`config.mk`:
```
export PLATFORM = sky130hd
export DESIGN_NAME = ieee_mult_pipe
export DESIGN_NICKNAME = d
export VERILOG_FILES = /design/src/rtl/ieee_fp_pkg.sv /design/src/rtl/ieee_fp_normround.sv /design/src/rtl/ieee_mult_pipe.sv
export SDC_FILE = /design/constraint.sdc
export NUM_CORES = 1
export LEC_CHECK = 0
export BUFFER_PORTS_ARGS = -buffer_cell sky130_fd_sc_hd__buf_2
export CORE_MARGIN = 2
export CORE_UTILIZATION = 40
export DETAILED_ROUTE_END_ITERATION = 12
export PLACE_DENSITY_LB_ADDON = 0.08
export SETUP_SLACK_MARGIN = 0.4
export SLEW_MARGIN = 5
export SYNTH_ARGS = -nofsm -noshare
export SYNTH_HDL_FRONTEND = slang
export SYNTH_SLANG_ARGS = --single-unit
```
`constraint.sdc`:
```
create_clock -name clk -period 13.9 [get_ports clk]
set_clock_uncertainty 0.15 [all_clocks]
set_input_delay 2.78 -clock clk [delete_from_list [all_inputs] [get_ports clk]]
set_output_delay 2.78 -clock clk [all_outputs]
set_load 0.01 [all_outputs]
```
`src/rtl/ieee_fp_pkg.sv`:
```
`default_nettype none
// ============================================================================
// Module      : ieee_fp_pkg
// Description : Shared IEEE-754-style format helpers: bias, exponent limits,
//               canonical NaN, operand classification and unpacked operand.
// Revision    : 1.0 - initial release
// ============================================================================
package ieee_fp_pkg;

    localparam int FP_EXP_W = 5;
    localparam int FP_MAN_W = 10;

    typedef enum logic [1:0] {
        ZERO = 2'd0,
        NORM = 2'd1,
        INF  = 2'd2,
        NAN  = 2'd3
    } fp_class_t;

    // Unpacked operand at the default (FP16) field widths
    typedef struct packed {
        logic                sign;
        logic [FP_EXP_W-1:0] exp;
        logic [FP_MAN_W-1:0] man;
        fp_class_t           cls;
    } fp_unpacked_t;

    function automatic int fp_bias(input int exp_w);
        return (1 << (exp_w - 1)) - 1;
    endfunction

    function automatic int fp_exp_max(input int exp_w);
        return (1 << exp_w) - 1;
    endfunction

    function automatic logic [63:0] fp_qnan(input int exp_w, input int man_w);
        return (64'(fp_exp_max(exp_w)) << man_w) | (64'd1 << (man_w - 1));
    endfunction

    // Denormals (exp==0) are treated as zero
    function automatic fp_class_t fp_classify(input logic exp_zero,
                                              input logic exp_ones,
                                              input logic man_nz);
        if (exp_zero)
            return ZERO;
        if (!exp_ones)
            return NORM;
        return man_nz ? NAN : INF;
    endfunction

endpackage
`default_nettype wire

```
`src/rtl/ieee_fp_normround.sv`:
```
`default_nettype none
// ============================================================================
// Module      : ieee_fp_normround
// Description : Normalise, round/truncate and pack a raw mantissa product,
//               applying special-case priority. Rounding mode selected by
//               macro IEEE_MULT_ROUND_EN (defined: RNE, undefined: truncate).
// Revision    : 1.0 - initial release
// ============================================================================
module ieee_fp_normround
    import ieee_fp_pkg::*;
#(
    parameter int EXP_W = FP_EXP_W,
    parameter int MAN_W = FP_MAN_W
) (
    input  logic                     i_sign,
    input  logic signed [EXP_W+1:0]  i_expsum,
    input  logic [2*MAN_W+1:0]       i_prod,
    input  logic                     i_nan,
    input  logic                     i_inf,
    input  logic                     i_zero,
    output logic [EXP_W+MAN_W:0]     o_word
);

    localparam int c_PW = 2*MAN_W + 2;
    localparam int c_SW = EXP_W + 2;
    localparam logic signed [c_SW-1:0]    c_EXP_ALL  = c_SW'(fp_exp_max(EXP_W));
    localparam logic signed [c_SW-1:0]    c_EXP_ZERO = '0;
    localparam logic [EXP_W+MAN_W:0]      c_QNAN     = (EXP_W+MAN_W+1)'(fp_qnan(EXP_W, MAN_W));

    logic [c_PW-2:0]          w_norm;
    logic [MAN_W-1:0]         w_man;
    logic [MAN_W-1:0]         w_man_f;
    logic                     w_guard;
    logic                     w_sticky;
    logic signed [c_SW-1:0]   w_exp_n;
    logic signed [c_SW-1:0]   w_exp_f;

    // Leading one sits at bit PW-1 or PW-2; align it just above w_norm
    always_comb begin
        w_norm   = i_prod[c_PW-1] ? i_prod[c_PW-2:0] : {i_prod[c_PW-3:0], 1'b0};
        w_exp_n  = i_expsum + $signed({{(c_SW-1){1'b0}}, i_prod[c_PW-1]});
        w_man    = w_norm[c_PW-2 -: MAN_W];
        w_guard  = w_norm[MAN_W];
        w_sticky = |w_norm[MAN_W-1:0];
    end

`ifdef IEEE_MULT_ROUND_EN
    logic [MAN_W:0] w_man_r;
    // Carry-out leaves the low bits zero, i.e. mantissa 1.0 at exp+1
    always_comb begin
        w_man_r = {1'b0, w_man} + {{MAN_W{1'b0}}, w_guard & (w_sticky | w_man[0])};
        w_man_f = w_man_r[MAN_W-1:0];
        w_exp_f = w_exp_n + $signed({{(c_SW-1){1'b0}}, w_man_r[MAN_W]});
    end
`else
    logic w_unused_round;
    always_comb begin
        w_man_f        = w_man;
        w_exp_f        = w_exp_n;
        w_unused_round = w_guard ^ w_sticky;
    end
`endif

    always_comb begin
        if (i_nan)
            o_word = c_QNAN;
        else if (i_inf)
            o_word = {i_sign, {EXP_W{1'b1}}, {MAN_W{1'b0}}};
        else if (i_zero)
            o_word = {i_sign, {EXP_W{1'b0}}, {MAN_W{1'b0}}};
        else if (w_exp_f >= c_EXP_ALL)
            o_word = {i_sign, {EXP_W{1'b1}}, {MAN_W{1'b0}}};
        else if (w_exp_f <= c_EXP_ZERO)
            o_word = {i_sign, {EXP_W{1'b0}}, {MAN_W{1'b0}}};
        else
            o_word = {i_sign, w_exp_f[EXP_W-1:0], w_man_f};
    end

endmodule
`default_nettype wire

```
`src/rtl/ieee_mult_pipe.sv`:
```
`default_nettype none
// ============================================================================
// Module      : ieee_mult_pipe
// Description : 3-stage pipelined floating-point multiplier with valid/ready
//               handshake and global stall. Optional RNE rounding via macro
//               IEEE_MULT_ROUND_EN (default build truncates).
// Revision    : 1.0 - initial release
// ============================================================================
module ieee_mult_pipe
    import ieee_fp_pkg::*;
#(
    parameter int EXP_W = FP_EXP_W,
    parameter int MAN_W = FP_MAN_W
) (
    input  logic                  clk,
    input  logic                  reset,
    input  logic                  in_valid,
    output logic                  in_ready,
    input  logic [EXP_W+MAN_W:0]  floatA,
    input  logic [EXP_W+MAN_W:0]  floatB,
    output logic                  out_valid,
    input  logic                  out_ready,
    output logic [EXP_W+MAN_W:0]  product,
    output logic                  busy
);

    localparam int c_SW = EXP_W + 2;
    localparam int c_PW = 2*MAN_W + 2;
    localparam logic signed [c_SW-1:0] c_BIAS = c_SW'(fp_bias(EXP_W));

    logic                   w_adv;
    logic [EXP_W-1:0]       w_a_exp, w_b_exp;
    logic [MAN_W-1:0]       w_a_man, w_b_man;
    fp_class_t              w_a_cls, w_b_cls;
    logic [EXP_W+MAN_W:0]   w_word;

    logic                   r_v1_q, r_v2_q, r_v3_q;
    logic                   w_v1_d, w_v2_d, w_v3_d;

    logic                   r_sign1_q, w_sign1_d;
    logic signed [c_SW-1:0] r_exp1_q, w_exp1_d;
    logic [MAN_W:0]         r_mana1_q, w_mana1_d;
    logic [MAN_W:0]         r_manb1_q, w_manb1_d;
    logic                   r_nan1_q, w_nan1_d;
    logic                   r_inf1_q, w_inf1_d;
    logic                   r_zero1_q, w_zero1_d;

    logic                   r_sign2_q, w_sign2_d;
    logic signed [c_SW-1:0] r_exp2_q, w_exp2_d;
    logic [c_PW-1:0]        r_prod2_q, w_prod2_d;
    logic                   r_nan2_q, w_nan2_d;
    logic                   r_inf2_q, w_inf2_d;
    logic                   r_zero2_q, w_zero2_d;

    logic [EXP_W+MAN_W:0]   r_prod_q, w_prod_d;

    always_comb begin
        w_a_exp = floatA[MAN_W +: EXP_W];
        w_b_exp = floatB[MAN_W +: EXP_W];
        w_a_man = floatA[MAN_W-1:0];
        w_b_man = floatB[MAN_W-1:0];
        w_a_cls = fp_classify(w_a_exp == '0, &w_a_exp, |w_a_man);
        w_b_cls = fp_classify(w_b_exp == '0, &w_b_exp, |w_b_man);
    end

    // Every stage moves together; a held output freezes the whole pipe
    always_comb begin
        w_adv = ~r_v3_q | out_ready;

        w_v1_d = r_v1_q;
        w_v2_d = r_v2_q;
        w_v3_d = r_v3_q;
        if (w_adv) begin
            w_v1_d = in_valid;
            w_v2_d = r_v1_q;
            w_v3_d = r_v2_q;
        end

        w_sign1_d = r_sign1_q;
        w_exp1_d  = r_exp1_q;
        w_mana1_d = r_mana1_q;
        w_manb1_d = r_manb1_q;
        w_nan1_d  = r_nan1_q;
        w_inf1_d  = r_inf1_q;
        w_zero1_d = r_zero1_q;
        if (w_adv && in_valid) begin
            w_sign1_d = floatA[EXP_W+MAN_W] ^ floatB[EXP_W+MAN_W];
            w_exp1_d  = $signed({2'b00, w_a_exp}) + $signed({2'b00, w_b_exp}) - c_BIAS;
            w_mana1_d = {1'b1, w_a_man};
            w_manb1_d = {1'b1, w_b_man};
            w_nan1_d  = (w_a_cls == NAN) || (w_b_cls == NAN)
                      || (w_a_cls == ZERO && w_b_cls == INF)
                      || (w_a_cls == INF && w_b_cls == ZERO);
            w_inf1_d  = (w_a_cls == INF) || (w_b_cls == INF);
            w_zero1_d = (w_a_cls == ZERO) || (w_b_cls == ZERO);
        end

        w_sign2_d = r_sign2_q;
        w_exp2_d  = r_exp2_q;
        w_prod2_d = r_prod2_q;
        w_nan2_d  = r_nan2_q;
        w_inf2_d  = r_inf2_q;
        w_zero2_d = r_zero2_q;
        if (w_adv && r_v1_q) begin
            w_sign2_d = r_sign1_q;
            w_exp2_d  = r_exp1_q;
            w_prod2_d = c_PW'(r_mana1_q) * c_PW'(r_manb1_q);
            w_nan2_d  = r_nan1_q;
            w_inf2_d  = r_inf1_q;
            w_zero2_d = r_zero1_q;
        end

        w_prod_d = r_prod_q;
        if (w_adv && r_v2_q)
            w_prod_d = w_word;
    end

    ieee_fp_normround #(
        .EXP_W (EXP_W),
        .MAN_W (MAN_W)
    ) u_normround (
        .i_sign   (r_sign2_q),
        .i_expsum (r_exp2_q),
        .i_prod   (r_prod2_q),
        .i_nan    (r_nan2_q),
        .i_inf    (r_inf2_q),
        .i_zero   (r_zero2_q),
        .o_word   (w_word)
    );

    always_ff @(posedge clk) begin
        if (reset) begin
            r_v1_q   <= 1'b0;
            r_v2_q   <= 1'b0;
            r_v3_q   <= 1'b0;
            r_prod_q <= '0;
        end else begin
            r_v1_q   <= w_v1_d;
            r_v2_q   <= w_v2_d;
            r_v3_q   <= w_v3_d;
            r_prod_q <= w_prod_d;
        end
    end

    always_ff @(posedge clk) begin
        r_sign1_q <= w_sign1_d;
        r_exp1_q  <= w_exp1_d;
        r_mana1_q <= w_mana1_d;
        r_manb1_q <= w_manb1_d;
        r_nan1_q  <= w_nan1_d;
        r_inf1_q  <= w_inf1_d;
        r_zero1_q <= w_zero1_d;
        r_sign2_q <= w_sign2_d;
        r_exp2_q  <= w_exp2_d;
        r_prod2_q <= w_prod2_d;
        r_nan2_q  <= w_nan2_d;
        r_inf2_q  <= w_inf2_d;
        r_zero2_q <= w_zero2_d;
    end

    always_comb begin
        in_ready  = w_adv;
        out_valid = r_v3_q;
        product   = r_prod_q;
        busy      = r_v1_q | r_v2_q | r_v3_q;
    end

endmodule
`default_nettype wire

```
==> key figures <==
Clocking
  – TritonCTS clock tree: built
  – Post-CTS Hold Buffers: 0
  – Clk root buf: clkbuf_16
  – CTS clock-pin slew for the worst setup and hold paths: 0.05 ns
  – Post-CTS Setup Bufs: 0
  – Clock sinks: 73
  – Post-cts gate resize count: 0
  – Worst-Skew Late Latency: 0.33 ns
  – H-tree depth: 3
  – Clock Path Buffers: 2
  – CTS buffer count: 9

Placement
  – DP Wirelength: 11.0 mm
  – I/O Buffers: 54
  – GP Congestion: 0.861

Detailed routing
  – Detail Route Antenna Nets: 0
  – DRT Pass-1 Iters: 4
  – Detailed Route Iter0 Violations: 297
  – Vias: 4465
  – Remaining DRCs: 0
  – Routed Wire Length: 13.6 mm
  – DR vias/cell: 4.88
  – WL/cell: 14.9 um

Die
  – Total die area: 17800 um^2
  – Die X: 133 um
  – Rows: 47
  – Core area: 16500 um^2
  – Vert. Die Dim: 133 um
  – Starting Density: 40.7%
  – Boundary Pins: 55

Timing
  – Slew @ Worst Pin: 1.08 ns
  – Final hold vios: 0
  – Fmax achieved: 161 MHz
  – Setup Viol. Count Final: 0
  – Fin crit share: 44.8%
  – RSZ-0062 raised after global routing: no
  – Hold slack: 0.265 ns
  – Max-slew violations: 0
  – Slew HR: 28.2%
  – Final Critical Period: 6.23 ns
  – Setup tns final: 0 ns

Yosys
  – Number of flops mapped to enable cells by yosys: 54
  – Synth Register Bits: 73
  – Largest cells by area after synthesis: edfxtp_1 (24%), fa_1 (24%), ha_1 (13%)
  – Most common flop cell mapped by yosys: edfxtp_1
  – Post-synthesis cell count: 647
  – Ys Warns: 0
  – Syn nets: 830
  – Syn Std Cell Area: 6700 um^2
  – Most area-hungry cell type in the Yosys netlist: edfxtp_1
  – Fraction of registers with async set/reset: 0%
  – Synth top area share: 24.2%
  – Post-synthesis sequential area ratio: 29.9%
  – Average size of a mapped cell: 10.4 um^2
  – Yosys cell types: 55

Finish
  – FF/Latch Area: 2000 um^2
  – Most common cell after layout, fill and taps aside: inv_1
  – Multi-input logic area: 4160 um^2
  – # diodes: 0
  – Synth-to-layout area growth: 10.9%
  – Layout net count: 873
  – Commonest non-fill, non-tap cells in the layout: inv_1 (115), nand2_1 (81), fa_1 (80), ha_1 (67)
  – Filler cells: 1633
  – Share of cells above drive strength 1: 12.1%

Pwr
  – Clock power share: 16.4%
  – Peak VDD IR: 118 uV
  – Power Internal: 0.779 mW
  – Switching Share: 40.8%
  – Comb pwr share: 58.5%
  – Final Power: 1.32 mW
  – Psw: 0.537 mW
  – Pwr Density: 177 nW/um^2
  – Register share of total power: 25.0%
  – Static Leakage: 3.53 nW

Critical path
  – CP max stage cell: nand2b_1
  – Most used cell, CP: buf_2
  – Crit path required time: 10.97 ns
  – Kind of critical path: primary input to output port
  – Startpoint Class: primary input
  – CP peak stage delay: 0.24 ns
  – CP cell instances: buf_2 -> nand2b_1 -> buf_2
  – Crit path max fanout: 8
  – Worst EP arrival: 3.30 ns
  – Worst setup EP type: output port

GRT
  – Vias in the first global route: 4748
  – Initial antenna violation count: 0
  – Tot GR Track Use: 16.7%
  – First-pass GRT wire length: 23.3 mm
  – Grt ovf: 0
  – Largest net degree at the start of global routing: 32

Min path
  – Min-Delay Path Class: register to register

Outcome
  – Status: finished, final reports clean

Job
  – MaxCap Viol Count: 0
critical path: cells and delay by family:
| family | cells | cell delay, ns |
|---|---|---|
| buf+inv | 2 | 0.28 |
| simple gates | 1 | 0.24 |
synthesized netlist by cell type (3+ instances only):
| cell | instances |
|---|---|
| and3_1 | 4 |
| a31oi_1 | 3 |
| nand3_1 | 8 |
| nand2_1 | 81 |
| edfxtp_1 | 54 |
| xor2_1 | 4 |
| o22ai_1 | 3 |
| o21ai_2 | 9 |
| nor4_1 | 6 |
| clkbuf_1 | 18 |
| nor3_1 | 3 |
| a21oi_1 | 11 |
| and2_1 | 47 |
| or4_1 | 3 |
| ha_1 | 67 |
| dfxtp_1 | 19 |
| a211oi_1 | 7 |
| or3_1 | 4 |
| nor2_1 | 23 |
| inv_1 | 115 |
| fa_1 | 80 |
| xnor2_1 | 14 |
| mux2i_1 | 12 |
| a21o_1 | 6 |
| buf_2 | 3 |
| o211ai_1 | 3 |
| o21a_1 | 4 |
state kept, by name, indices dropped and copies added, names as in the netlist, 7 cells and up:
register and flops:
r_mana1_q 10, r_manb1_q 10, r_exp1_q 7, r_prod2_q 12
r_exp2_q 7, product 16
layer usage:
| metal | up-vias | wire, um | global-route usage (%) |
|---|---|---|---|
| met5 | - | 0 | 0 |
| met4 | 0 | 186 | 4.55 |
| met3 | 19 | 718 | 2.89 |
| met2 | 97 | 6190 | 26.6 |
| met1 | 2152 | 6550 | 23.7 |
| li1 | 2197 | - | - |
cell families (layout without fill, tap and decap cells):
family / count (synthesis) / count (layout) / share of synthesized area [%]
muxes: 12 / 12 / 1.79
DFF: 73 / 73 / 29.9
xor gates and xnor gates: 18 / 18 / 2.35
and+or+nand+nor: 195 / 195 / 14.6
buffers and inverters: 138 / 186 / 7.96
AOI/OAI and AO/OA: 64 / 64 / 7.01
adders and majority gates: 147 / 147 / 36.4
area by class of cell:
cell class | instances | share of cell area (%)
multi-input cells | 436 | 56.0
flip-flops and latches | 73 | 26.9
inverters | 115 | 5.81
repair buffers | 55 | 3.74
well taps | 220 | 3.70
clock buffers | 12 | 3.18
clock inverters | 4 | 0.589
stage by stage:
step	util (%)	instance area, um^2	std cells	setup WS (ns)
detailed placement	43.4	7150	899	7.68
global placement	43.4	7150	899	7.70
floorplan	-	6700	647	7.92
CTS	45.1	7430	915	7.67
global route	45.1	7430	915	7.62
finish	45.1	7430	915	7.67
power groups by stage:
| stage | combinational [mW] | sequential, mW | clock [mW] |
|---|---|---|---|
| floorplan | 0.623 | 0.318 | 0 |
| global placement | 0.771 | 0.334 | 0 |
| detailed placement | 0.773 | 0.334 | 0 |
| CTS | 0.781 | 0.330 | 0.223 |
| global route | 0.893 | 0.334 | 0.233 |
| finish | 0.770 | 0.329 | 0.216 |
path summary, 6_finish.rpt:
check / from / to / slack [ns] / cells past startpoint
hold / removal: r_exp1_q[2] / r_exp2_q[2] / 0.26 / 0
setup / recovery: out_ready / in_ready / 7.67 / 3
hold reg to reg: r_exp1_q[2] / r_exp2_q[2] / 0.26 / 0
setup reg to reg: r_manb1_q[9] / r_prod2_q[21] / 8.21 / 14
No activity file was read; power rests on OpenSTA's default activity.
